`src/rtl/ps2_host_port_pkg.sv`:
```
// rtl/ps2_host_port_pkg.sv - PS/2 host FSM encodings, frame constants and timing helper
package ps2_host_port_pkg;

    typedef enum logic [2:0] {
        ST_IDLE    = 3'd0,
        ST_RX      = 3'd1,
        ST_TX_INH  = 3'd2,
        ST_TX_RTS  = 3'd3,
        ST_TX_BITS = 3'd4,
        ST_TX_ACK  = 3'd5
    } ps2_state_t;

    // start + 8 data + parity + stop; the device ack follows the stop bit
    localparam int FRAME_LEN   = 11;
    localparam int ACK_BIT_POS = 11;

    function automatic int us_to_cycles(input int clk_hz, input int us);
        return (clk_hz / 1000000) * us;
    endfunction

endpackage

```
`src/rtl/ps2_host_rxfifo.sv`:
```
// rtl/ps2_host_rxfifo.sv - synchronous RX byte FIFO, depth 2**RXFIFO_BITS, push+pop when full allowed
module ps2_host_rxfifo #(
    parameter int RXFIFO_BITS = 3
) (
    input  logic       clk_sys,
    input  logic       reset,
    input  logic       i_push,
    input  logic [7:0] i_push_data,
    input  logic       i_pop,
    output logic [7:0] o_head,
    output logic       o_full,
    output logic       o_empty
);
    localparam int DEPTH = 2 ** RXFIFO_BITS;

    logic [7:0]             r_mem [DEPTH];
    logic [RXFIFO_BITS-1:0] r_wr_ptr;
    logic [RXFIFO_BITS-1:0] r_rd_ptr;
    logic [RXFIFO_BITS:0]   r_count;
    logic                   w_do_push;
    logic                   w_do_pop;

    assign o_full    = (r_count == (RXFIFO_BITS+1)'(DEPTH));
    assign o_empty   = (r_count == '0);
    assign o_head    = r_mem[r_rd_ptr];
    assign w_do_pop  = i_pop && !o_empty;
    // a pop in the same cycle frees the slot the push needs
    assign w_do_push = i_push && (!o_full || w_do_pop);

    always_ff @(posedge clk_sys) begin
        if (w_do_push) begin
            r_mem[r_wr_ptr] <= i_push_data;
        end
    end

    always_ff @(posedge clk_sys) begin
        if (reset) begin
            r_wr_ptr <= '0;
            r_rd_ptr <= '0;
            r_count  <= '0;
        end else begin
            if (w_do_push) begin
                r_wr_ptr <= r_wr_ptr + 1'b1;
            end
            if (w_do_pop) begin
                r_rd_ptr <= r_rd_ptr + 1'b1;
            end
            case ({w_do_push, w_do_pop})
                2'b10:   r_count <= r_count + 1'b1;
                2'b01:   r_count <= r_count - 1'b1;
                default: r_count <= r_count;
            endcase
        end
    end

endmodule

```
`src/rtl/ps2_host_port.sv`:
```
// rtl/ps2_host_port.sv - PS/2 host engine: device frames into RX FIFO, host commands via inhibit/RTS/ack
// Define PS2_HOST_WDOG_EN to add the per-frame watchdog.
module ps2_host_port
    import ps2_host_port_pkg::*;
#(
    parameter int CLK_HZ      = 50000000,
    parameter int INHIBIT_US  = 110,
    parameter int RXFIFO_BITS = 3,
    parameter int TIMEOUT_US  = 2000
) (
    input  logic       clk_sys,
    input  logic       reset,
    input  logic       ps2_clk_i,
    input  logic       ps2_dat_i,
    output logic       ps2_clk_o,
    output logic       ps2_dat_o,
    input  logic       inhibit,
    input  logic [7:0] tx_data,
    input  logic       tx_valid,
    output logic       tx_ready,
    output logic       tx_done,
    output logic       tx_err,
    output logic [7:0] rx_data,
    output logic       rx_valid,
    input  logic       rx_ready,
    output logic       rx_perr,
    output logic       busy
);
    localparam int PRESC_MAX = us_to_cycles(CLK_HZ, 1) - 1;
    localparam int PRESC_W   = (PRESC_MAX > 0) ? $clog2(PRESC_MAX + 1) : 1;
    localparam int TMR_MAX   = (INHIBIT_US > TIMEOUT_US) ? INHIBIT_US : TIMEOUT_US;
    localparam int TMR_W     = $clog2(TMR_MAX + 1);
    localparam int RX_BITS   = FRAME_LEN - 1;
    localparam int TX_BITS   = ACK_BIT_POS - 1;

    ps2_state_t       r_state;
    logic             r_clk_s1, r_clk_s2, r_dat_s1, r_dat_s2;
    logic [PRESC_W-1:0] r_presc;
    logic [TMR_W-1:0] r_inh_cnt;
    logic [3:0]       r_bit_cnt;
    logic [9:0]       r_tx_shift;
    logic [9:0]       r_rx_shift;
    logic             r_clk_o, r_dat_o, r_tx_ready, r_tx_done, r_tx_err;
    logic             r_push, r_perr_set, r_rx_perr;
    logic             w_clk_fall, w_dat, w_tick, w_tx_accept, w_pop, w_full, w_empty;
    logic [9:0]       w_rx_frame;

    assign w_clk_fall  = r_clk_s2 && !r_clk_s1;
    assign w_dat       = r_dat_s2;
    assign w_tick      = (r_presc == PRESC_W'(PRESC_MAX));
    assign w_tx_accept = tx_valid && r_tx_ready;
    assign w_pop       = rx_ready && rx_valid;
    assign w_rx_frame  = {w_dat, r_rx_shift[9:1]};

    always_ff @(posedge clk_sys) begin
        if (reset) begin
            r_clk_s1 <= 1'b1;
            r_clk_s2 <= 1'b1;
            r_dat_s1 <= 1'b1;
            r_dat_s2 <= 1'b1;
        end else begin
            r_clk_s1 <= ps2_clk_i;
            r_clk_s2 <= r_clk_s1;
            r_dat_s1 <= ps2_dat_i;
            r_dat_s2 <= r_dat_s1;
        end
    end

    // realigned on TX accept so the inhibit hold is an exact number of ticks
    always_ff @(posedge clk_sys) begin
        if (reset || w_tx_accept || w_tick) begin
            r_presc <= '0;
        end else begin
            r_presc <= r_presc + 1'b1;
        end
    end

`ifdef PS2_HOST_WDOG_EN
    logic [TMR_W-1:0] r_wd_cnt;
    logic             w_wd_expire;

    assign w_wd_expire = (r_wd_cnt == TMR_W'(TIMEOUT_US));

    always_ff @(posedge clk_sys) begin
        if (reset || r_state == ST_IDLE || w_clk_fall) begin
            r_wd_cnt <= '0;
        end else if (w_tick && !w_wd_expire) begin
            r_wd_cnt <= r_wd_cnt + 1'b1;
        end
    end
`endif

    always_ff @(posedge clk_sys) begin
        if (reset) begin
            r_state    <= ST_IDLE;
            r_clk_o    <= 1'b1;
            r_dat_o    <= 1'b1;
            r_tx_ready <= 1'b0;
            r_tx_done  <= 1'b0;
            r_tx_err   <= 1'b0;
            r_push     <= 1'b0;
            r_perr_set <= 1'b0;
            r_inh_cnt  <= '0;
            r_bit_cnt  <= '0;
            r_tx_shift <= '1;
            r_rx_shift <= '0;
        end else begin
            r_tx_ready <= 1'b0;
            r_tx_done  <= 1'b0;
            r_tx_err   <= 1'b0;
            r_push     <= 1'b0;
            r_perr_set <= 1'b0;
            case (r_state)
                ST_IDLE: begin
                    r_dat_o <= 1'b1;
                    if (w_tx_accept) begin
                        r_tx_shift <= {1'b1, ~^tx_data, tx_data};
                        r_clk_o    <= 1'b0;
                        r_inh_cnt  <= '0;
                        r_state    <= ST_TX_INH;
                    end else if (inhibit) begin
                        r_clk_o <= 1'b0;
                    end else begin
                        r_clk_o <= 1'b1;
                        // r_clk_o guard: our own inhibit release is not a device start bit
                        if (w_clk_fall && !w_dat && r_clk_o) begin
                            r_bit_cnt <= '0;
                            r_state   <= ST_RX;
                        end else begin
                            r_tx_ready <= 1'b1;
                        end
                    end
                end
                ST_RX: begin
                    if (w_clk_fall) begin
                        r_rx_shift <= w_rx_frame;
                        r_bit_cnt  <= r_bit_cnt + 4'd1;
                        if (r_bit_cnt == 4'(RX_BITS - 1)) begin
                            r_state <= ST_IDLE;
                            if ((^w_rx_frame[8:0]) && w_rx_frame[9]) begin
                                r_push <= 1'b1;
                            end else begin
                                r_perr_set <= 1'b1;
                            end
                        end
                    end
                end
                ST_TX_INH: begin
                    if (w_tick) begin
                        if (r_inh_cnt == TMR_W'(INHIBIT_US - 1)) begin
                            r_dat_o <= 1'b0;
                            r_state <= ST_TX_RTS;
                        end else begin
                            r_inh_cnt <= r_inh_cnt + 1'b1;
                        end
                    end
                end
                ST_TX_RTS: begin
                    r_clk_o   <= 1'b1;
                    r_bit_cnt <= '0;
                    r_state   <= ST_TX_BITS;
                end
                ST_TX_BITS: begin
                    if (w_clk_fall) begin
                        r_dat_o    <= r_tx_shift[0];
                        r_tx_shift <= {1'b1, r_tx_shift[9:1]};
                        r_bit_cnt  <= r_bit_cnt + 4'd1;
                        if (r_bit_cnt == 4'(TX_BITS - 1)) begin
                            r_state <= ST_TX_ACK;
                        end
                    end
                end
                ST_TX_ACK: begin
                    r_dat_o <= 1'b1;
                    if (w_clk_fall) begin
                        r_tx_done <= 1'b1;
                        r_tx_err  <= w_dat;
                        r_state   <= ST_IDLE;
                    end
                end
                default: begin
                    r_state <= ST_IDLE;
                end
            endcase
`ifdef PS2_HOST_WDOG_EN
            if (r_state != ST_IDLE && w_wd_expire) begin
                r_state    <= ST_IDLE;
                r_clk_o    <= 1'b1;
                r_dat_o    <= 1'b1;
                r_push     <= 1'b0;
                r_perr_set <= 1'b0;
                if (r_state != ST_RX) begin
                    r_tx_done <= 1'b1;
                    r_tx_err  <= 1'b1;
                end
            end
`endif
        end
    end

    always_ff @(posedge clk_sys) begin
        if (reset) begin
            r_rx_perr <= 1'b0;
        end else if (r_perr_set || (r_push && w_full && !w_pop)) begin
            r_rx_perr <= 1'b1;
        end else if (w_pop) begin
            r_rx_perr <= 1'b0;
        end
    end

    ps2_host_rxfifo #(
        .RXFIFO_BITS (RXFIFO_BITS)
    ) u_rxfifo (
        .clk_sys     (clk_sys),
        .reset       (reset),
        .i_push      (r_push),
        .i_push_data (r_rx_shift[7:0]),
        .i_pop       (w_pop),
        .o_head      (rx_data),
        .o_full      (w_full),
        .o_empty     (w_empty)
    );

    assign ps2_clk_o = r_clk_o;
    assign ps2_dat_o = r_dat_o;
    assign tx_ready  = r_tx_ready;
    assign tx_done   = r_tx_done;
    assign tx_err    = r_tx_err;
    assign rx_valid  = !w_empty;
    assign rx_perr   = r_rx_perr;
    assign busy      = (r_state != ST_IDLE);

endmodule

```
`config.mk`:
```
export PLATFORM = sky130hd
export DESIGN_NAME = ps2_host_port
export DESIGN_NICKNAME = d
export VERILOG_FILES = /design/src/rtl/ps2_host_port_pkg.sv /design/src/rtl/ps2_host_rxfifo.sv /design/src/rtl/ps2_host_port.sv
export SDC_FILE = /design/constraint.sdc
export NUM_CORES = 1
export LEC_CHECK = 0
export ABC_AREA = 1
export BUFFER_PORTS_ARGS = -buffer_cell sky130_fd_sc_hd__buf_2
export CAP_MARGIN = 20
export CORE_ASPECT_RATIO = 0.7
export CORE_MARGIN = 3
export CORE_UTILIZATION = 55
export CTS_BUF_LIST = sky130_fd_sc_hd__clkbuf_16
export DETAILED_ROUTE_END_ITERATION = 6
export PLACE_DENSITY_LB_ADDON = 0.2
export SLEW_MARGIN = 20
export SYNTH_ARGS = -nofsm -noshare
export SYNTH_HDL_FRONTEND = slang
export SYNTH_HIERARCHICAL = 1
export SYNTH_SLANG_ARGS = --single-unit
```
`constraint.sdc`:
```
create_clock -name clk_sys -period 2.67 [get_ports clk_sys]
set_input_delay 0.534 -clock clk_sys [delete_from_list [all_inputs] [get_ports clk_sys]]
set_output_delay 0.534 -clock clk_sys [all_outputs]
set_load 0.02 [all_outputs]
```
Word-level counts from Yosys, hierarchy flattened --
Memory sizes are Yosys's and may differ from the RTL's. A register that Yosys moved wholly into a read port is not among the register bits. Index checks and enable logic that the tools add are counted.
Word-level totals: register bits after elaboration 66, bits in latches 0, RAM bits 64, bits in read-only memories 0, output and inout bits 16, word-level logic and storage cells 144, memories 1
Memories:
- u_rxfifo.r_mem | depth 8, width 8, read ports 1, clocked after Yosys merged registers in 1, wr ports 1, line ps2_host_rxfifo.sv:16 | logic [7:0] r_mem [DEPTH];
Cells by class: $add $sub $neg 7, multipliers 0, divide/modulo/power cells 0, order comparisons 0, equality and inequality tests 26, shift operators 0, multiplexer cells 41, bitwise gates (word level) 5, reductions and logical operators 43
Operator list (number):
- 2-to-1 mux 3 bit | 12
- 2-to-1 mux 11 bit | 3
- != test 2 bit (second input constant) | 12
- case mux 11 bit (2 select lines) | 1
- 2-to-1 mux 10 bit | 2
- case mux 10 bit (2 select lines) | 1
- case mux 3 bit (6 select lines) | 1
- 2-to-1 mux 4 bit | 4
- 2-to-1 mux 1 bit | 13
- case mux 4 bit (3 select lines) | 1
- adder 11 x 1 -> 11 bit (second input constant) | 1
- == test 11 x 7 -> 1 bit (second input constant) | 1
- logical AND 1 bit | 10
- nonzero test 2 bit | 5
- AND reduction 9 bit | 1
- nonzero test 3 bit | 3
- XOR reduction 9 bit | 1
- adder 4 x 1 -> 4 bit (second input constant) | 2
- == test 4 bit (second input constant) | 2
- case mux 4 bit (2 select lines) | 1
- AND reduction 4 bit | 2
- OR reduction 4 bit | 2
- XNOR reduction 8 bit | 1
- adder 3 x 1 -> 3 bit (second input constant) | 2
- 22 further kinds | 38

Longest topological paths before layout --
depth after elaboration 8, gate-level depth with buffers 13, depth with buffers taken out 13

Modules after synthesis --
The synthesis kept the hierarchy.
By module, submodules not included:
- ps2_host_rxfifo | instances 1, cells each 260, area each 3216.8 µm², sequential area each 2182.1 µm²
- ps2_host_port | instances 1, cells each 426, area each 2972.9 µm², sequential area each 1101.1 µm²

Worst setup path before layout --
No wires, ideal clock.
kind reg2reg, from register u_rxfifo.r_count[3], to register u_rxfifo.r_count[3], data arrival time 1.898 ns, setup slack 0.657 ns, stages on the path, launching flop included 14, path through dfxtp_1 -> nor2_2 -> nand2_4 -> inv_1 -> nor2_1 -> nand3_2 -> inv_1 -> ha_1 -> a21oi_1 -> nand3_1 -> nand2_2 -> nand3_1 -> nand2_1 -> nor2_1
On the way: cells in the longest elaborated chain, start to end 8, elaborated cells between the ends (all ways) 14, classes of those cells add/sub: 2; eq/ne: 3; mux: 1; reduce/logical: 8
Ends and longest elaborated chain:
- start: declaration | line ps2_host_rxfifo.sv:19 | logic [RXFIFO_BITS:0] r_count;
- start signal: assignment | line ps2_host_rxfifo.sv:49 | 2'b10: r_count <= r_count + 1'b1;
- start signal: assignment | line ps2_host_rxfifo.sv:50 | 2'b01: r_count <= r_count - 1'b1;
- start signal: assignment | line ps2_host_rxfifo.sv:51 | default: r_count <= r_count;
- zero test 4 bit * | line ps2_host_rxfifo.sv:24 | assign o_empty = (r_count == '0);
- named net w_empty | line ps2_host_port.sv:45 | logic w_clk_fall, w_dat, w_tick, w_tx_accept, w_pop, w_full, w_empty;
- zero test 1 bit * | line ps2_host_port.sv:229 | assign rx_valid = !w_empty;
- logical AND 1 bit * | line ps2_host_port.sv:52 | assign w_pop = rx_ready && rx_valid;
- named net w_pop | line ps2_host_port.sv:45
- logical AND 1 bit * | line ps2_host_rxfifo.sv:26 | assign w_do_pop = i_pop && !o_empty;
- logical OR 1 bit | line ps2_host_rxfifo.sv:28 | assign w_do_push = i_push && (!o_full || w_do_pop);
- logical AND 1 bit | line ps2_host_rxfifo.sv:28
- == test 2 x 1 -> 1 bit or == test 2 bit (tied branches) | line ps2_host_rxfifo.sv:48 | case ({w_do_push, w_do_pop})
- case mux 4 bit (2 select lines) or nonzero test 2 bit (tied branches)
Mark *: on every way through the listed nets, which the timed path passes. The rest lies on a longest branch. A chain may end at the register's enable or synchronous reset.

==> metrics.cfg <==
[outcome]
outcome=finished clean

[grt]
grt-ovfl-total=0
grt_pass1_wl_um=21900
grt_pass1_vias=4496
grt_max_degree=34
grt_usage_pct=22.2
antenna_found_initial=0

[synth]
postSynth.asyncResetShare_pct=0
netlist_area_um2=6190
ys_ff_latch=132
yosys_warnings=6
synthMuxAreaShare_pct=2.59
synth_compound_area_share_pct=9.99
synthesis.nets=712
synth_fa_ha_area_share_pct=2.34
syn_area_per_cell_um2=9.02
synth_ff_type=dfxtp_1
yosysUniqueCellTypes=39
seq_area_frac_synth_pct=53.0
synth_area_leaders=edfxtp_1 (31%), dfxtp_1 (22%), nand2_1 (9.2%)
yosysTopAreaCellShare_pct=31.0
yosysMostFrequentCell=nand2_1
synth_edf_count=64
synth_commonest_cells=nand2_1 (152), nor2_1 (85), dfxtp_1 (68), inv_1 (65), edfxtp_1 (64)
synth-simple-area-share_pct=23.2
synth_xor_area_share_pct=2.26
synth_top_family_by_area=simple AND/OR/NAND/NOR gates
yosysTopAreaCell=edfxtp_1
syn_inst=686

[routing]
firstDrtPassIters=6
drtIter0Drc=304
wl_per_cell_um=14.5
route.antenna.remaining_nets=0
wl_um=12900
num_vias=4750
drc=0
avgViaCountPerCell=5.34

[clocking]
cts_buffers=17
cts.clk_slew.worst_paths_ps=60
clkLatencyLatePin_ps=420
cts_resized=0
post_cts_buffers=0
clk_path_buf_depth=2
tritoncts=done
hold_buffers=0
cts_root_buffer=clkbuf_16
ctsHtreeMaxLevel=4
clkSinkCount=132

[worst_setup_path]
crit_path_cell_trace=buf_4 > inv_4 > nor2_1 > o22ai_1 > nand2_1 > nand2_1 > buf_2
crit_buf_inv=3
worstPathArrival_ps=1890
reg2reg_to=u_rxfifo/r_count[3]$_SDFFE_PP0P_
critPathKind=flip-flop to output pin
cp_max_fo=33
r2r_cells=13
max_stage_delay_ps=390
r2r_slack_ps=350
cp-endpoint=rx_data[7]
r2r-start=u_rxfifo/r_count[0]$_SDFFE_PP0P_
critical_path_depth=7
start_kind=flip-flop
cp.required_ps=2140
crit_family=buffers and inverters
slowest_stage=buf_4
crit_top_cell=nand2_1
critPathCaptureType=output pin

[floorplanning]
core_area_um2=10700
ios=31
die_width_um=133
initial_core_util_pct=58.0
die_h_um=94.8
dieArea_um2=12600
num_rows=31

[sta]
worst_pin_slew_ps=663
hold_viol=0
rsz0062_at_grt=false
period_share_pct=90.7
fin_crit_ps=2420
fin_tns_setup_ps=0
fin_skew_ps=5.65
slew_headroom_pct=55.7
drv_slew=0
max_freq_mhz=413
setup_viol=0

[placed_design]
dpl.cell_count=858
gp_congestion=0.899
port_buffers=30
place_hpwl_um=8810

[worst_hold_path]
min_path_type=input port to flip-flop
hold_start=ps2_clk_i

[cells_and_area]
seq_area_um2=3280
num-fill-cells=807
multi_input_area_um2=2500
final_cells=890
drive_above_1_share_pct=15.8
area_delta_synth_final_pct=15.2
num_antenna_cells=0
final_nets=755

[power_and_ir_drop]
finalPower_mw=5.65
p_leak_nw=2.88
vdd_ir_drop_max_uv=559
powerDensity_nw_per_um2=792

[run]
drv_cap=0

cell usage in the layout (no fill, tap or decap), types with 10 or more instances in the layout:
cell,count
edfxtp_1,64
dfxtp_1,68
o22ai_1,17
inv_1,66
clkbuf_16,17
nor2_1,85
buf_2,30
o21ai_0,13
a21oi_1,27
mux2i_1,16
o211ai_1,16
nand3_1,35
nand2_1,152
buf_4,12
o21ai_1,20
nand2_2,10
ha_1,10
metrics by stage:
step / setup WS [ps] / util [%] / hold WS [ps] / cell area [um^2]
6_report: 247 / 66.8 / 298 / 7130
3_5_place_dp: 375 / 60.9 / 398 / 6490
4_1_cts: 253 / 66.8 / 289 / 7130
2_1_floorplan: 657 / - / 389 / 6190
5_1_grt: 103 / 66.8 / 302 / 7130
3_3_place_gp: 532 / 60.9 / 393 / 6490
power breakdown:
part,internal (mW),switching [mW]
Sequential,2.22,0.109
Clock,1.65,0.857
Combinational,0.261,0.552
routing by layer:
layer / up-vias / part of all wire (%) / global-route usage, %
met5: - / 0 / 0
met4: 0 / 1.1 / 7.87
met3: 12 / 5.1 / 4.95
met2: 106 / 46 / 35.0
met1: 2245 / 48 / 30.5
li1: 2387 / - / -
worst register-to-register path, delay by kind of cell, from the launching register on:
| family | cells | cell delay [ps] |
|---|---|---|
| AND/OR/NAND/NOR | 9 | 1070 |
| flip-flops | 1 | 440 |
| adder cells (fa/ha/maj) | 1 | 280 |
| AO/OA/AOI/OAI | 1 | 230 |
| buffers and inverters | 2 | 210 |
sequential cells by signal (all words and copies together) (netlist names), 4 cells and up, named ones only:
name,count
u_rxfifo/r_mem,64
u_rxfifo/r_count,4
r_presc,6
r_inh_cnt,11
r_bit_cnt,4
r_tx_shift,9
r_rx_shift,10
cells by family after synthesis:
family / Yosys count
AND/OR/NAND/NOR: 318
flip-flops: 132
AO/OA/AOI/OAI: 101
buffers and inverters: 92
XOR/XNOR: 16
multiplexers: 16
adder cells (fa/ha/maj): 11
worst min path at each step:
| stage | end | slack (ps) | depth (start not counted) |
|---|---|---|---|
| 4_1_cts | r_clk_s1$_SDFF_PP1_ | 290 | 2 |
| 5_1_grt | r_clk_s1$_SDFF_PP1_ | 300 | 2 |
| 3_3_place_gp | r_dat_s2$_SDFF_PP1_ | 390 | 1 |
| 6_report | r_clk_s1$_SDFF_PP1_ | 300 | 2 |
| 2_1_floorplan | r_dat_s2$_SDFF_PP1_ | 390 | 1 |
| 3_5_place_dp | r_dat_s2$_SDFF_PP1_ | 400 | 1 |
layout make-up:
type                            instances  share of cell area [%]
Multi-Input combinational cell        462                    35.1
Tap cell                              148                    2.60
Clock buffer                           17                    5.97
Clock inverter                         15                    2.98
Timing Repair Buffer                   42                    3.37
Sequential cell                       132                    46.1
Inverter                               74                    3.97
(Power assumes the default switching activity.)
